### src/rtl/axil_regfile_master_if.sv
// -----------------------------------------------------------------------------
// axil_regfile_master_if
//   AXI4-Lite bus bundle between the fabric-side register master and the
//   slv_reg/slv_read register file (through the interconnect).
//   Parameters: ADDR_WIDTH (byte address width), DATA_WIDTH (32 only).
//   Modports:
//     master : drives AW/W/AR payload+valid, bready, rready
//     slave  : drives awready, wready, B payload+valid, arready, R payload+valid
// -----------------------------------------------------------------------------
interface axil_regfile_master_if #(
   parameter int unsigned ADDR_WIDTH = 32,
   parameter int unsigned DATA_WIDTH = 32
);
   logic [ADDR_WIDTH-1:0]   m_axi_awaddr;
   logic [2:0]              m_axi_awprot;
   logic                    m_axi_awvalid;
   logic                    m_axi_awready;

   logic [DATA_WIDTH-1:0]   m_axi_wdata;
   logic [DATA_WIDTH/8-1:0] m_axi_wstrb;
   logic                    m_axi_wvalid;
   logic                    m_axi_wready;

   logic [1:0]              m_axi_bresp;
   logic                    m_axi_bvalid;
   logic                    m_axi_bready;

   logic [ADDR_WIDTH-1:0]   m_axi_araddr;
   logic [2:0]              m_axi_arprot;
   logic                    m_axi_arvalid;
   logic                    m_axi_arready;

   logic [DATA_WIDTH-1:0]   m_axi_rdata;
   logic [1:0]              m_axi_rresp;
   logic                    m_axi_rvalid;
   logic                    m_axi_rready;

   modport master (
      output m_axi_awaddr, m_axi_awprot, m_axi_awvalid,
      input  m_axi_awready,
      output m_axi_wdata, m_axi_wstrb, m_axi_wvalid,
      input  m_axi_wready,
      input  m_axi_bresp, m_axi_bvalid,
      output m_axi_bready,
      output m_axi_araddr, m_axi_arprot, m_axi_arvalid,
      input  m_axi_arready,
      input  m_axi_rdata, m_axi_rresp, m_axi_rvalid,
      output m_axi_rready
   );

   modport slave (
      input  m_axi_awaddr, m_axi_awprot, m_axi_awvalid,
      output m_axi_awready,
      input  m_axi_wdata, m_axi_wstrb, m_axi_wvalid,
      output m_axi_wready,
      output m_axi_bresp, m_axi_bvalid,
      input  m_axi_bready,
      input  m_axi_araddr, m_axi_arprot, m_axi_arvalid,
      output m_axi_arready,
      output m_axi_rdata, m_axi_rresp, m_axi_rvalid,
      input  m_axi_rready
   );
endinterface

### src/rtl/axil_regfile_master.sv
// -----------------------------------------------------------------------------
// axil_regfile_master
//   AXI4-Lite initiator turning single-word register commands from fabric
//   logic into AXI4-Lite transactions. One transaction outstanding at a time;
//   each command produces one response carrying read data and BRESP/RRESP.
//
//   Optional build macro: AXIL_REGFILE_MASTER_TIMEOUT_EN
//     defined   : watchdog of TIMEOUT_CYCLES busy cycles; on expiry the bus
//                 outputs drop and a SLVERR response with rsp_timeout=1 is
//                 returned.
//     undefined : no watchdog, rsp_timeout stays 0, waits forever.
//
//   Ports:
//     axi_aclk, axi_areset      clock, synchronous active-high reset
//     cmd_valid/cmd_ready       command handshake (ready only in IDLE)
//     cmd_write/addr/wdata/wstrb command payload (addr[1:0] ignored)
//     rsp_valid/rsp_ready       response handshake, held until consumed
//     rsp_rdata/resp/timeout    response payload (rdata=0 for writes)
//     m_axi                     AXI4-Lite master bus (interface modport)
// -----------------------------------------------------------------------------
module axil_regfile_master #(
   parameter int unsigned ADDR_WIDTH     = 32,
   parameter int unsigned DATA_WIDTH     = 32,
   parameter int unsigned TIMEOUT_CYCLES = 1024
) (
   input  logic                    axi_aclk,
   input  logic                    axi_areset,

   input  logic                    cmd_valid,
   output logic                    cmd_ready,
   input  logic                    cmd_write,
   input  logic [ADDR_WIDTH-1:0]   cmd_addr,
   input  logic [DATA_WIDTH-1:0]   cmd_wdata,
   input  logic [DATA_WIDTH/8-1:0] cmd_wstrb,

   output logic                    rsp_valid,
   input  logic                    rsp_ready,
   output logic [DATA_WIDTH-1:0]   rsp_rdata,
   output logic [1:0]              rsp_resp,
   output logic                    rsp_timeout,

   axil_regfile_master_if.master   m_axi
);

   typedef enum logic [2:0] {
      IDLE,
      WRITE,
      WRESP,
      READ,
      RDATA,
      RESP
   } state_e;

   state_e                  state_q, state_d;
   logic [ADDR_WIDTH-1:0]   addr_q, addr_d;
   logic [DATA_WIDTH-1:0]   wdata_q, wdata_d;
   logic [DATA_WIDTH/8-1:0] wstrb_q, wstrb_d;
   logic                    aw_done_q, aw_done_d;
   logic                    w_done_q, w_done_d;
   logic [DATA_WIDTH-1:0]   rdata_q, rdata_d;
   logic [1:0]              resp_q, resp_d;
   logic                    timeout_q, timeout_d;

   logic                    accept;
   logic                    busy;
   logic                    expired;

   assign accept = (state_q == IDLE) && cmd_valid;
   assign busy   = (state_q == WRITE) || (state_q == WRESP) ||
                   (state_q == READ)  || (state_q == RDATA);

   // Low address bits are dropped on capture, so they are never observed.
   logic unused_addr_lsb;
   assign unused_addr_lsb = ^cmd_addr[1:0];

`ifdef AXIL_REGFILE_MASTER_TIMEOUT_EN
   localparam int unsigned CNT_W = $clog2(TIMEOUT_CYCLES + 1);

   logic [CNT_W-1:0] cnt_q, cnt_d;

   // Counts busy cycles since accept; expires on the TIMEOUT_CYCLES-th one.
   always_comb begin
      cnt_d = cnt_q;
      if (accept) begin
         cnt_d = '0;
      end else if (busy) begin
         cnt_d = cnt_q + CNT_W'(1);
      end
   end

   assign expired = busy && (cnt_q == CNT_W'(TIMEOUT_CYCLES - 1));

   always_ff @(posedge axi_aclk) begin
      if (axi_areset) begin
         cnt_q <= '0;
      end else begin
         cnt_q <= cnt_d;
      end
   end
`else
   logic unused_timeout_cfg;
   assign unused_timeout_cfg = ^TIMEOUT_CYCLES;
   assign expired            = 1'b0;
`endif

   // Bus outputs decode straight from registered state, so every valid/ready
   // is glitch-free and drops to 0 in reset/IDLE/RESP (late B/R beats ignored).
   assign cmd_ready            = (state_q == IDLE);
   assign rsp_valid            = (state_q == RESP);
   assign rsp_rdata            = rdata_q;
   assign rsp_resp             = resp_q;
   assign rsp_timeout          = timeout_q;

   assign m_axi.m_axi_awaddr   = addr_q;
   assign m_axi.m_axi_awprot   = 3'b000;
   assign m_axi.m_axi_awvalid  = (state_q == WRITE) && !aw_done_q;
   assign m_axi.m_axi_wdata    = wdata_q;
   assign m_axi.m_axi_wstrb    = wstrb_q;
   assign m_axi.m_axi_wvalid   = (state_q == WRITE) && !w_done_q;
   assign m_axi.m_axi_bready   = (state_q == WRESP);
   assign m_axi.m_axi_araddr   = addr_q;
   assign m_axi.m_axi_arprot   = 3'b000;
   assign m_axi.m_axi_arvalid  = (state_q == READ);
   assign m_axi.m_axi_rready   = (state_q == RDATA);

   always_comb begin
      state_d   = state_q;
      addr_d    = addr_q;
      wdata_d   = wdata_q;
      wstrb_d   = wstrb_q;
      aw_done_d = aw_done_q;
      w_done_d  = w_done_q;
      rdata_d   = rdata_q;
      resp_d    = resp_q;
      timeout_d = timeout_q;

      unique case (state_q)
         IDLE: begin
            if (cmd_valid) begin
               addr_d    = {cmd_addr[ADDR_WIDTH-1:2], 2'b00};
               wdata_d   = cmd_wdata;
               wstrb_d   = cmd_wstrb;
               aw_done_d = 1'b0;
               w_done_d  = 1'b0;
               state_d   = cmd_write ? WRITE : READ;
            end
         end

         WRITE: begin
            // AW and W complete independently, in either order or together.
            if (m_axi.m_axi_awvalid && m_axi.m_axi_awready) begin
               aw_done_d = 1'b1;
            end
            if (m_axi.m_axi_wvalid && m_axi.m_axi_wready) begin
               w_done_d = 1'b1;
            end
            if (aw_done_d && w_done_d) begin
               state_d = WRESP;
            end
         end

         WRESP: begin
            if (m_axi.m_axi_bvalid) begin
               resp_d    = m_axi.m_axi_bresp;
               rdata_d   = '0;
               timeout_d = 1'b0;
               state_d   = RESP;
            end
         end

         READ: begin
            if (m_axi.m_axi_arready) begin
               state_d = RDATA;
            end
         end

         RDATA: begin
            if (m_axi.m_axi_rvalid) begin
               rdata_d   = m_axi.m_axi_rdata;
               resp_d    = m_axi.m_axi_rresp;
               timeout_d = 1'b0;
               state_d   = RESP;
            end
         end

         RESP: begin
            if (rsp_ready) begin
               state_d = IDLE;
            end
         end

         default: begin
            state_d = IDLE;
         end
      endcase

      // A genuine B/R beat on the last allowed cycle still wins over the
      // watchdog; otherwise the transaction is abandoned with SLVERR.
      if (expired && (state_d != RESP)) begin
         state_d   = RESP;
         resp_d    = 2'b10;
         rdata_d   = '0;
         timeout_d = 1'b1;
      end
   end

   always_ff @(posedge axi_aclk) begin
      if (axi_areset) begin
         state_q   <= IDLE;
         addr_q    <= '0;
         wdata_q   <= '0;
         wstrb_q   <= '0;
         aw_done_q <= 1'b0;
         w_done_q  <= 1'b0;
         rdata_q   <= '0;
         resp_q    <= '0;
         timeout_q <= 1'b0;
      end else begin
         state_q   <= state_d;
         addr_q    <= addr_d;
         wdata_q   <= wdata_d;
         wstrb_q   <= wstrb_d;
         aw_done_q <= aw_done_d;
         w_done_q  <= w_done_d;
         rdata_q   <= rdata_d;
         resp_q    <= resp_d;
         timeout_q <= timeout_d;
      end
   end

endmodule

### src/flat_wrapper.sv
// flat-port wrapper written by rule: the top's interface ports become plain ports
module axil_regfile_master_flat 
#(
   parameter int unsigned ADDR_WIDTH     = 32,
   parameter int unsigned DATA_WIDTH     = 32,
   parameter int unsigned TIMEOUT_CYCLES = 1024
)
  (axi_aclk, axi_areset, cmd_valid, cmd_ready, cmd_write, cmd_addr, cmd_wdata, cmd_wstrb, rsp_valid, rsp_ready, rsp_rdata, rsp_resp, rsp_timeout, m_axi_m_axi_awaddr, m_axi_m_axi_awprot, m_axi_m_axi_awvalid, m_axi_m_axi_awready, m_axi_m_axi_wdata, m_axi_m_axi_wstrb, m_axi_m_axi_wvalid, m_axi_m_axi_wready, m_axi_m_axi_bresp, m_axi_m_axi_bvalid, m_axi_m_axi_bready, m_axi_m_axi_araddr, m_axi_m_axi_arprot, m_axi_m_axi_arvalid, m_axi_m_axi_arready, m_axi_m_axi_rdata, m_axi_m_axi_rresp, m_axi_m_axi_rvalid, m_axi_m_axi_rready);
  axil_regfile_master_if #(.ADDR_WIDTH(ADDR_WIDTH), .DATA_WIDTH(DATA_WIDTH)) m_axi_i ();
  input  logic axi_aclk;
  input  logic axi_areset;
  input  logic cmd_valid;
  output logic cmd_ready;
  input  logic cmd_write;
  input  logic [ADDR_WIDTH-1:0] cmd_addr;
  input  logic [DATA_WIDTH-1:0] cmd_wdata;
  input  logic [DATA_WIDTH/8-1:0] cmd_wstrb;
  output logic rsp_valid;
  input  logic rsp_ready;
  output logic [DATA_WIDTH-1:0] rsp_rdata;
  output logic [1:0] rsp_resp;
  output logic rsp_timeout;
  output wire logic [$bits(m_axi_i.m_axi_awaddr)-1:0] m_axi_m_axi_awaddr;
  output wire logic [$bits(m_axi_i.m_axi_awprot)-1:0] m_axi_m_axi_awprot;
  output wire logic [$bits(m_axi_i.m_axi_awvalid)-1:0] m_axi_m_axi_awvalid;
  input wire logic [$bits(m_axi_i.m_axi_awready)-1:0] m_axi_m_axi_awready;
  output wire logic [$bits(m_axi_i.m_axi_wdata)-1:0] m_axi_m_axi_wdata;
  output wire logic [$bits(m_axi_i.m_axi_wstrb)-1:0] m_axi_m_axi_wstrb;
  output wire logic [$bits(m_axi_i.m_axi_wvalid)-1:0] m_axi_m_axi_wvalid;
  input wire logic [$bits(m_axi_i.m_axi_wready)-1:0] m_axi_m_axi_wready;
  input wire logic [$bits(m_axi_i.m_axi_bresp)-1:0] m_axi_m_axi_bresp;
  input wire logic [$bits(m_axi_i.m_axi_bvalid)-1:0] m_axi_m_axi_bvalid;
  output wire logic [$bits(m_axi_i.m_axi_bready)-1:0] m_axi_m_axi_bready;
  output wire logic [$bits(m_axi_i.m_axi_araddr)-1:0] m_axi_m_axi_araddr;
  output wire logic [$bits(m_axi_i.m_axi_arprot)-1:0] m_axi_m_axi_arprot;
  output wire logic [$bits(m_axi_i.m_axi_arvalid)-1:0] m_axi_m_axi_arvalid;
  input wire logic [$bits(m_axi_i.m_axi_arready)-1:0] m_axi_m_axi_arready;
  input wire logic [$bits(m_axi_i.m_axi_rdata)-1:0] m_axi_m_axi_rdata;
  input wire logic [$bits(m_axi_i.m_axi_rresp)-1:0] m_axi_m_axi_rresp;
  input wire logic [$bits(m_axi_i.m_axi_rvalid)-1:0] m_axi_m_axi_rvalid;
  output wire logic [$bits(m_axi_i.m_axi_rready)-1:0] m_axi_m_axi_rready;
  assign m_axi_m_axi_awaddr = m_axi_i.m_axi_awaddr;
  assign m_axi_m_axi_awprot = m_axi_i.m_axi_awprot;
  assign m_axi_m_axi_awvalid = m_axi_i.m_axi_awvalid;
  assign m_axi_i.m_axi_awready = m_axi_m_axi_awready;
  assign m_axi_m_axi_wdata = m_axi_i.m_axi_wdata;
  assign m_axi_m_axi_wstrb = m_axi_i.m_axi_wstrb;
  assign m_axi_m_axi_wvalid = m_axi_i.m_axi_wvalid;
  assign m_axi_i.m_axi_wready = m_axi_m_axi_wready;
  assign m_axi_i.m_axi_bresp = m_axi_m_axi_bresp;
  assign m_axi_i.m_axi_bvalid = m_axi_m_axi_bvalid;
  assign m_axi_m_axi_bready = m_axi_i.m_axi_bready;
  assign m_axi_m_axi_araddr = m_axi_i.m_axi_araddr;
  assign m_axi_m_axi_arprot = m_axi_i.m_axi_arprot;
  assign m_axi_m_axi_arvalid = m_axi_i.m_axi_arvalid;
  assign m_axi_i.m_axi_arready = m_axi_m_axi_arready;
  assign m_axi_i.m_axi_rdata = m_axi_m_axi_rdata;
  assign m_axi_i.m_axi_rresp = m_axi_m_axi_rresp;
  assign m_axi_i.m_axi_rvalid = m_axi_m_axi_rvalid;
  assign m_axi_m_axi_rready = m_axi_i.m_axi_rready;
  axil_regfile_master #(.ADDR_WIDTH(ADDR_WIDTH), .DATA_WIDTH(DATA_WIDTH), .TIMEOUT_CYCLES(TIMEOUT_CYCLES)) u_core (.axi_aclk(axi_aclk), .axi_areset(axi_areset), .cmd_valid(cmd_valid), .cmd_ready(cmd_ready), .cmd_write(cmd_write), .cmd_addr(cmd_addr), .cmd_wdata(cmd_wdata), .cmd_wstrb(cmd_wstrb), .rsp_valid(rsp_valid), .rsp_ready(rsp_ready), .rsp_rdata(rsp_rdata), .rsp_resp(rsp_resp), .rsp_timeout(rsp_timeout), .m_axi(m_axi_i));
endmodule
### config.mk
export PLATFORM = sky130hd
export DESIGN_NAME = axil_regfile_master_flat
export DESIGN_NICKNAME = d
export VERILOG_FILES = /design/src/rtl/axil_regfile_master_if.sv /design/src/rtl/axil_regfile_master.sv /design/src/flat_wrapper.sv
export SDC_FILE = /design/constraint.sdc
export NUM_CORES = 1
export LEC_CHECK = 0
export CORE_MARGIN = 2
export CORE_UTILIZATION = 30
export CTS_CLUSTER_DIAMETER = 150
export CTS_CLUSTER_SIZE = 10
export DETAILED_ROUTE_END_ITERATION = 10
export MAX_ROUTING_LAYER = met4
export PLACE_DENSITY_LB_ADDON = 0.1
export SKIP_LAST_GASP = 1
export SLEW_MARGIN = 20
export SYNTH_ARGS = -nofsm -noshare
export SYNTH_HDL_FRONTEND = slang
export SYNTH_SLANG_ARGS = --single-unit
export TNS_END_PERCENT = 5
### constraint.sdc
create_clock -name axi_aclk -period 2.2 [get_ports axi_aclk]
set_input_delay 0.44 -clock axi_aclk [delete_from_list [all_inputs] [get_ports axi_aclk]]
set_output_delay 0.44 -clock axi_aclk [all_outputs]
set_load 0.02 [all_outputs]
==> qor.txt, run 1 <==
Min-Delay Startpoint = u_core.m_axi.m_axi_wdata[31]
Seq pwr share = 42.3%
Synth Flop Type = dfxtp_1
Final min period = 2190 ps
portion of netlist area occupied by mux cells = 1.26%
share of flip-flops with an asynchronous set or reset = 0%
grt peak-use layer = met2
Worst Hold Class = register to register
Synth Area per Inst = 8.39 um^2
Tot GR Track Use = 15.9%
Compound-Gate Fraction of Synth Area = 16.0%
Clk pin slew, worst setup/hold paths = 70 ps
chip height = 122 um
routing usage on met3 = 3.79%
initial antenna violation count = 0
DRC = 0
unrepaired setup endpoints after global routing = yes
Worst Clk Skew = 6.70 ps
share of layout cells above drive strength 1 = 4.96%
core box area = 0.0137 mm^2
I/O Buffers = 248
fillcell total = 1342
routed length per placed instance = 13.7 um
Vias/cell = 4.52
Layout area overhead = 62.4%
first-pass GRT wire length = 18100 um
Cell variety after synth = 31
ranking of synthesized cells by area = dfxtp_1, nand2_1, a21oi_1
Initial Util = 30.5%
pwr dens = 749 mW/mm^2
Ant. Diodes = 0
internal reg-to-reg setup slack = 540 ps
Yosys reg bits = 105
Crit Path Max Fanout = 16
final hold vios = 0
Lkg Pwr = 0.00249 uW
Logic pwr share = 29.5%
via count = 4002
post-route ant nets = 0
share of the synthesized area in the top cell type = 50.3%
WP data arrival = 1750 ps
# IOs = 262
Simple-Gate Fraction of Synth Area = 18.9%
Die W = 122 um
hold buffers post-CTS = 0
Max VDD drop = 0.317 mV
worst reg2reg path startpoint = u_core.state_q[2]
largest family of logic cells by synthesized area = simple AND/OR/NAND/NOR gates
Final Non-Filler Cells = 885
CTS max path bufs = 2
Largest stage delay, worst path = 630 ps
CTS tree = yes
Mapped Cells = 498
final wirelength = 12100 um
worst-path cell chain = nor2b_1 -> nand2_1 -> nor2_1 -> clkdlybuf4s50_1
H-tree levels = 3
# setup viols final = 0
most numerous cell in the Yosys netlist = nand2_1
Final Max Tran Viols = 0
Layout Utilization = 49.5%
largest net degree at the start of global routing = 44
postcts setup bufs = 0
met1 Usage GRT = 18.7%
WHS Path Cells = 2
commonest cells in the netlist = nand2_1, dfxtp_1, a21oi_1
met2 Resource Use GR = 26.2%
Skew-Pair Late Insertion Delay = 340 ps
total gr overflow = 0
endpoint class of the critical path = output port
CTS Root Cell = clkbuf_16
Die Footprint = 0.0149 mm^2
FF-to-FF End = u_core.rsp_rdata[30]
reg2reg path depth = 6
adder-cell share of the synthesized area = 0%
slowest cell on the critical path = clkdlybuf4s50_1
status = finished clean
critical setup path kind = register to output port
P_sw = 1540 uW
Cell Area, Synth = 0.00418 mm^2
# rows = 43
vias in the first global route = 3647
post-synthesis sequential area ratio = 50.3%
worst endpoint required time = 1760 ps
post-detail-place hpwl = 8710 um
area leader, netlist = dfxtp_1
DR pass1 iterations = 4
Sw Ratio = 30.2%
Pint = 3550 uW
GPL Wtd Cong = 0.716
fin crit share = 99.6%
crit path to = m_axi_m_axi_awvalid
Max Fclk = 456 MHz
Post-synth EDFFs = 0
YS warnings = 0
Placed Cells = 869
startpoint class of the critical path = register
Synth Area in XOR/XNOR = 0%
Clk pwr share = 28.2%
critical path startpoint = u_core.state_q[2]
TritonCTS buffer count = 9
# Max-Cap Violations = 0
number of DRC markers in iteration 0 = 170
Final nets = 814
CTS sink count = 105
[final cells by class]
class,instances,area [um^2],share of cell area (%)
Clock buffer,12,236,3.48
Clock inverter,4,20.0,0.295
Inverter,3,11.3,0.166
Multi-Input combinational cell,321,1560,23.0
Sequential cell,105,2100,31.0
Tap cell,180,225,3.32
Timing Repair Buffer,260,2630,38.8
[registers in the layout, indices dropped and copies added (netlist names)]
name	flops
u_core.m_axi.m_axi_wdata	32
u_core.rsp_rdata	32
u_core.m_axi.m_axi_araddr	30
u_core.m_axi.m_axi_wstrb	4
u_core.state_q	3
u_core.rsp_resp	2
u_core.aw_done_q	1
u_core.w_done_q	1
[worst max-delay path, delay by kind of cell (launching register included)]
kind | cells | cell delay (ps)
and+or+nand+nor | 3 | 370
DFF | 1 | 400
buffers and inverters | 1 | 630
[cell usage in the layout, fill, tap and decap left out, types with 2 or more instances in the layout]
master	n
clkdlybuf4s50_1	245
nand2_1	133
dfxtp_1	104
a21oi_1	72
nor2_1	40
a22oi_1	33
conb_1	11
clkbuf_16	9
buf_4	8
nor3_1	5
buf_12	5
clkinv_2	4
and2_1	3
inv_1	3
mux2i_1	3
clkbuf_1	3
a21o_1	2
nand3b_1	2
mux2_2	2
[stage by stage]
stage | area (um^2) | TNS (ps) | total power [uW] | hold slack (ps) | setup WS (ps)
2_1_floorplan | 4220 | 0 | 3060 | 496 | 644
3_3_place_gp | 6530 | 0 | 3700 | 442 | 227
3_5_place_dp | 6530 | 0 | 3720 | 446 | 200
4_1_cts | 6790 | -34.0 | 5170 | 455 | -18.3
5_1_grt | 6790 | -407 | 5350 | 467 | -144
6_report | 6790 | 0 | 5080 | 454 | 8.06
[worst min path at each step]
stage / to / slack (ps)
floorplan: u_core.w_done_q / 500
detailed placement: u_core.m_axi.m_axi_wdata[31] / 450
global route: u_core.m_axi.m_axi_wstrb[0] / 470
global placement: u_core.m_axi.m_axi_wdata[4] / 440
finish: u_core.m_axi.m_axi_wdata[31] / 450
CTS: u_core.m_axi.m_axi_wdata[31] / 450
[power groups by stage]
stage / clock, uW / combinational [uW] / sequential, uW
6_report: 1430 / 1500 / 2150
5_1_grt: 1570 / 1620 / 2170
4_1_cts: 1490 / 1520 / 2150
3_5_place_dp: 0 / 1530 / 2190
3_3_place_gp: 0 / 1510 / 2190
2_1_floorplan: 0 / 701 / 2360
[logic make-up (layout without fill, tap and decap cells)]
family	count (synthesis)	after routing
AO/OA/AOI/OAI	112	112
multiplexers	5	5
AND/OR/NAND/NOR	193	193
other	1	11
flip-flops	105	105
buffers and inverters	82	279
[routing by layer]
layer / vias to the layer above / part of all wire, %
met1: 1833 / 43
met4: 0 / 2.0
met5: - / 0
met3: 17 / 7.0
li1: 1990 / -
met2: 162 / 48
[timing repair]
action / in CTS / in global routing
gates resized for setup: 2 / 1
endpoints found under the setup margin: 7 / 6
endpoints found under the hold margin: 0 / 0
pin swaps: 0 / 0
No activity file was read; power rests on OpenSTA's default activity.
==> run 2: changes to the inputs <==
- SKIP_LAST_GASP: 1 -> not set
==> qor.txt, run 2 (synthesis gave the netlist of run 1 again) <==
critical path startpoint = u_core.state_q[0] (was u_core.state_q[2])
Skew-Pair Late Insertion Delay = 340 ps (about the same)
FF-to-FF End = u_core.rsp_rdata[30] (unchanged)
Max VDD drop = 0.317 mV (about the same)
I/O Buffers = 248 (unchanged)
Vias/cell = 4.54 (was 4.52)
Final Max Tran Viols = 0 (unchanged)
reg2reg path depth = 6 (unchanged)
hold buffers post-CTS = 0 (unchanged)
postcts setup bufs = 0 (unchanged)
# rows = 43 (unchanged)
chip height = 122 um (unchanged)
unrepaired setup endpoints after global routing = no (was yes)
CTS Root Cell = clkbuf_16 (unchanged)
Die Footprint = 0.0149 mm^2 (unchanged)
internal reg-to-reg setup slack = 540 ps (about the same)
slowest cell on the critical path = dlygate4sd2_1 (was clkdlybuf4s50_1)
final wirelength = 12100 um (about the same)
Final nets = 814 (unchanged)
# Max-Cap Violations = 0 (unchanged)
Worst Hold Class = register to register (unchanged)
fillcell total = 1344 (was 1342)
initial antenna violation count = 0 (unchanged)
endpoint class of the critical path = output port (unchanged)
# IOs = 262 (unchanged)
Clk pin slew, worst setup/hold paths = 70 ps (about the same)
WHS Path Cells = 2 (unchanged)
Lkg Pwr = 0.00253 uW (was 0.00249 uW)
final hold vios = 0 (unchanged)
Layout area overhead = 62.3% (was 62.4%)
Logic pwr share = 29.4% (was 29.5%)
vias in the first global route = 3647 (unchanged)
DR pass1 iterations = 4 (unchanged)
Largest stage delay, worst path = 400 ps (was 630 ps)
post-detail-place hpwl = 8710 um (unchanged)
P_sw = 1530 uW (was 1540 uW)
Crit Path Max Fanout = 11 (was 16)
Sw Ratio = 30.2% (about the same)
Layout Utilization = 49.5% (about the same)
Hold EP = u_core.m_axi.m_axi_wdata[31] (unchanged)
dpl cell area = 0.00653 mm^2 (unchanged)
Clk pwr share = 28.2% (about the same)
post-route ant nets = 0 (unchanged)
pwr dens = 747 mW/mm^2 (was 749 mW/mm^2)
worst-path cell chain = buf_4 -> nor3_2 -> dlygate4sd2_1 (was nor2b_1 -> nand2_1 -> nor2_1 -> clkdlybuf4s50_1)
TritonCTS buffer count = 9 (unchanged)
GPL Wtd Cong = 0.716 (unchanged)
CTS sink count = 105 (unchanged)
startpoint class of the critical path = register (unchanged)
Initial Util = 30.5% (unchanged)
Pint = 3540 uW (was 3550 uW)
Seq pwr share = 42.4% (was 42.3%)
Final min period = 1920 ps (was 2190 ps)
worst endpoint required time = 1760 ps (about the same)
H-tree levels = 3 (unchanged)
# setup viols final = 0 (unchanged)
share of layout cells above drive strength 1 = 4.96% (unchanged)
routed length per placed instance = 13.7 um (about the same)
TNS Setup = 0 ps (unchanged)
Die W = 122 um (unchanged)
Design Area, Final = 0.00679 mm^2 (about the same)
WP data arrival = 1480 ps (was 1750 ps)
CTS max path bufs = 2 (unchanged)
hold slack = 454 ps (unchanged)
number of DRC markers in iteration 0 = 182 (was 170)
largest net degree at the start of global routing = 44 (unchanged)
total power = 5070 uW (was 5080 uW)
critical setup path kind = register to output port (unchanged)
worst reg2reg path startpoint = u_core.state_q[2] (unchanged)
first-pass GRT wire length = 18100 um (unchanged)
Worst Clk Skew = 6.91 ps (was 6.70 ps)
total gr overflow = 0 (unchanged)
Max Fclk = 520 MHz (was 456 MHz)
most frequent cells in the layout = clkdlybuf4s50_1, nand2_1, dfxtp_1 (unchanged)
fin crit share = 87.4% (was 99.6%)
status = finished clean (unchanged)
Min-Delay Startpoint = u_core.m_axi.m_axi_wdata[31] (unchanged)
core box area = 0.0137 mm^2 (unchanged)
via count = 4020 (was 4002)
CTS tree = yes (unchanged)
DRC = 0 (unchanged)
Tot GR Track Use = 15.9% (unchanged)
leading cell type in the layout, fill and taps excluded = clkdlybuf4s50_1 (unchanged)
Ant. Diodes = 0 (unchanged)
## run 2: worst max-delay path by stage
| stage | slack [ps] | endpoint | cells past startpoint |
|---|---|---|---|
| after floorplan | 640 | m_axi_m_axi_awvalid | 4 |
| after global placement | 230 | m_axi_m_axi_rready | 2 |
| after detailed placement | 200 | u_core.rsp_rdata[4] | 6 |
| after CTS | 20 | rsp_valid | 3 |
| after global routing | 140 | m_axi_m_axi_awvalid | 4 |
| final | 280 | cmd_ready | 3 |
## run 2: area by class of cell
| class | count | area, um^2 | area share, % |
|---|---|---|---|
| tap | 180 | 225 | 3.32 |
| clock inverter | 4 | 20.0 | 0.295 |
| inverter | 3 | 11.3 | 0.166 |
| sequential | 105 | 2100 | 31.0 |
| clock buffer | 12 | 236 | 3.48 |
| multi-input combinational | 321 | 1560 | 23.0 |
| timing repair buffer | 260 | 2630 | 38.8 |
## run 2: layer usage
metal,vias to the layer above,GRT usage (%),part of all wire (%)
met5,-,-,0
met1,1847,18.7,42
met3,16,3.79,7.1
li1,1991,-,-
met4,0,6.54,1.8
met2,166,26.2,49
## run 2: power groups by stage
stage	Clock (uW)	Sequential, uW	Combinational, uW
after CTS	1490	2150	1510
after global routing	1570	2170	1610
after global placement	0	2190	1510
final	1430	2150	1490
after floorplan	0	2360	701
after detailed placement	0	2190	1530
## run 2: worst max-delay path: cells and delay by family, from the launching register on
family	cells	cell delay [ps]
buffers and inverters	2	580
DFF	1	330
and+or+nand+nor	1	220
## run 2: stage by stage
step                      cells  setup slack, ps
after floorplan             508              644
after global placement      869              227
after detailed placement    869              200
after CTS                   885             17.5
after global routing        885              135
final                       885              276
## run 2: repair_timing
action	in CTS	in global routing
setup endpoints to repair	7	2
gates cloned	0	0
resized for setup	6	2
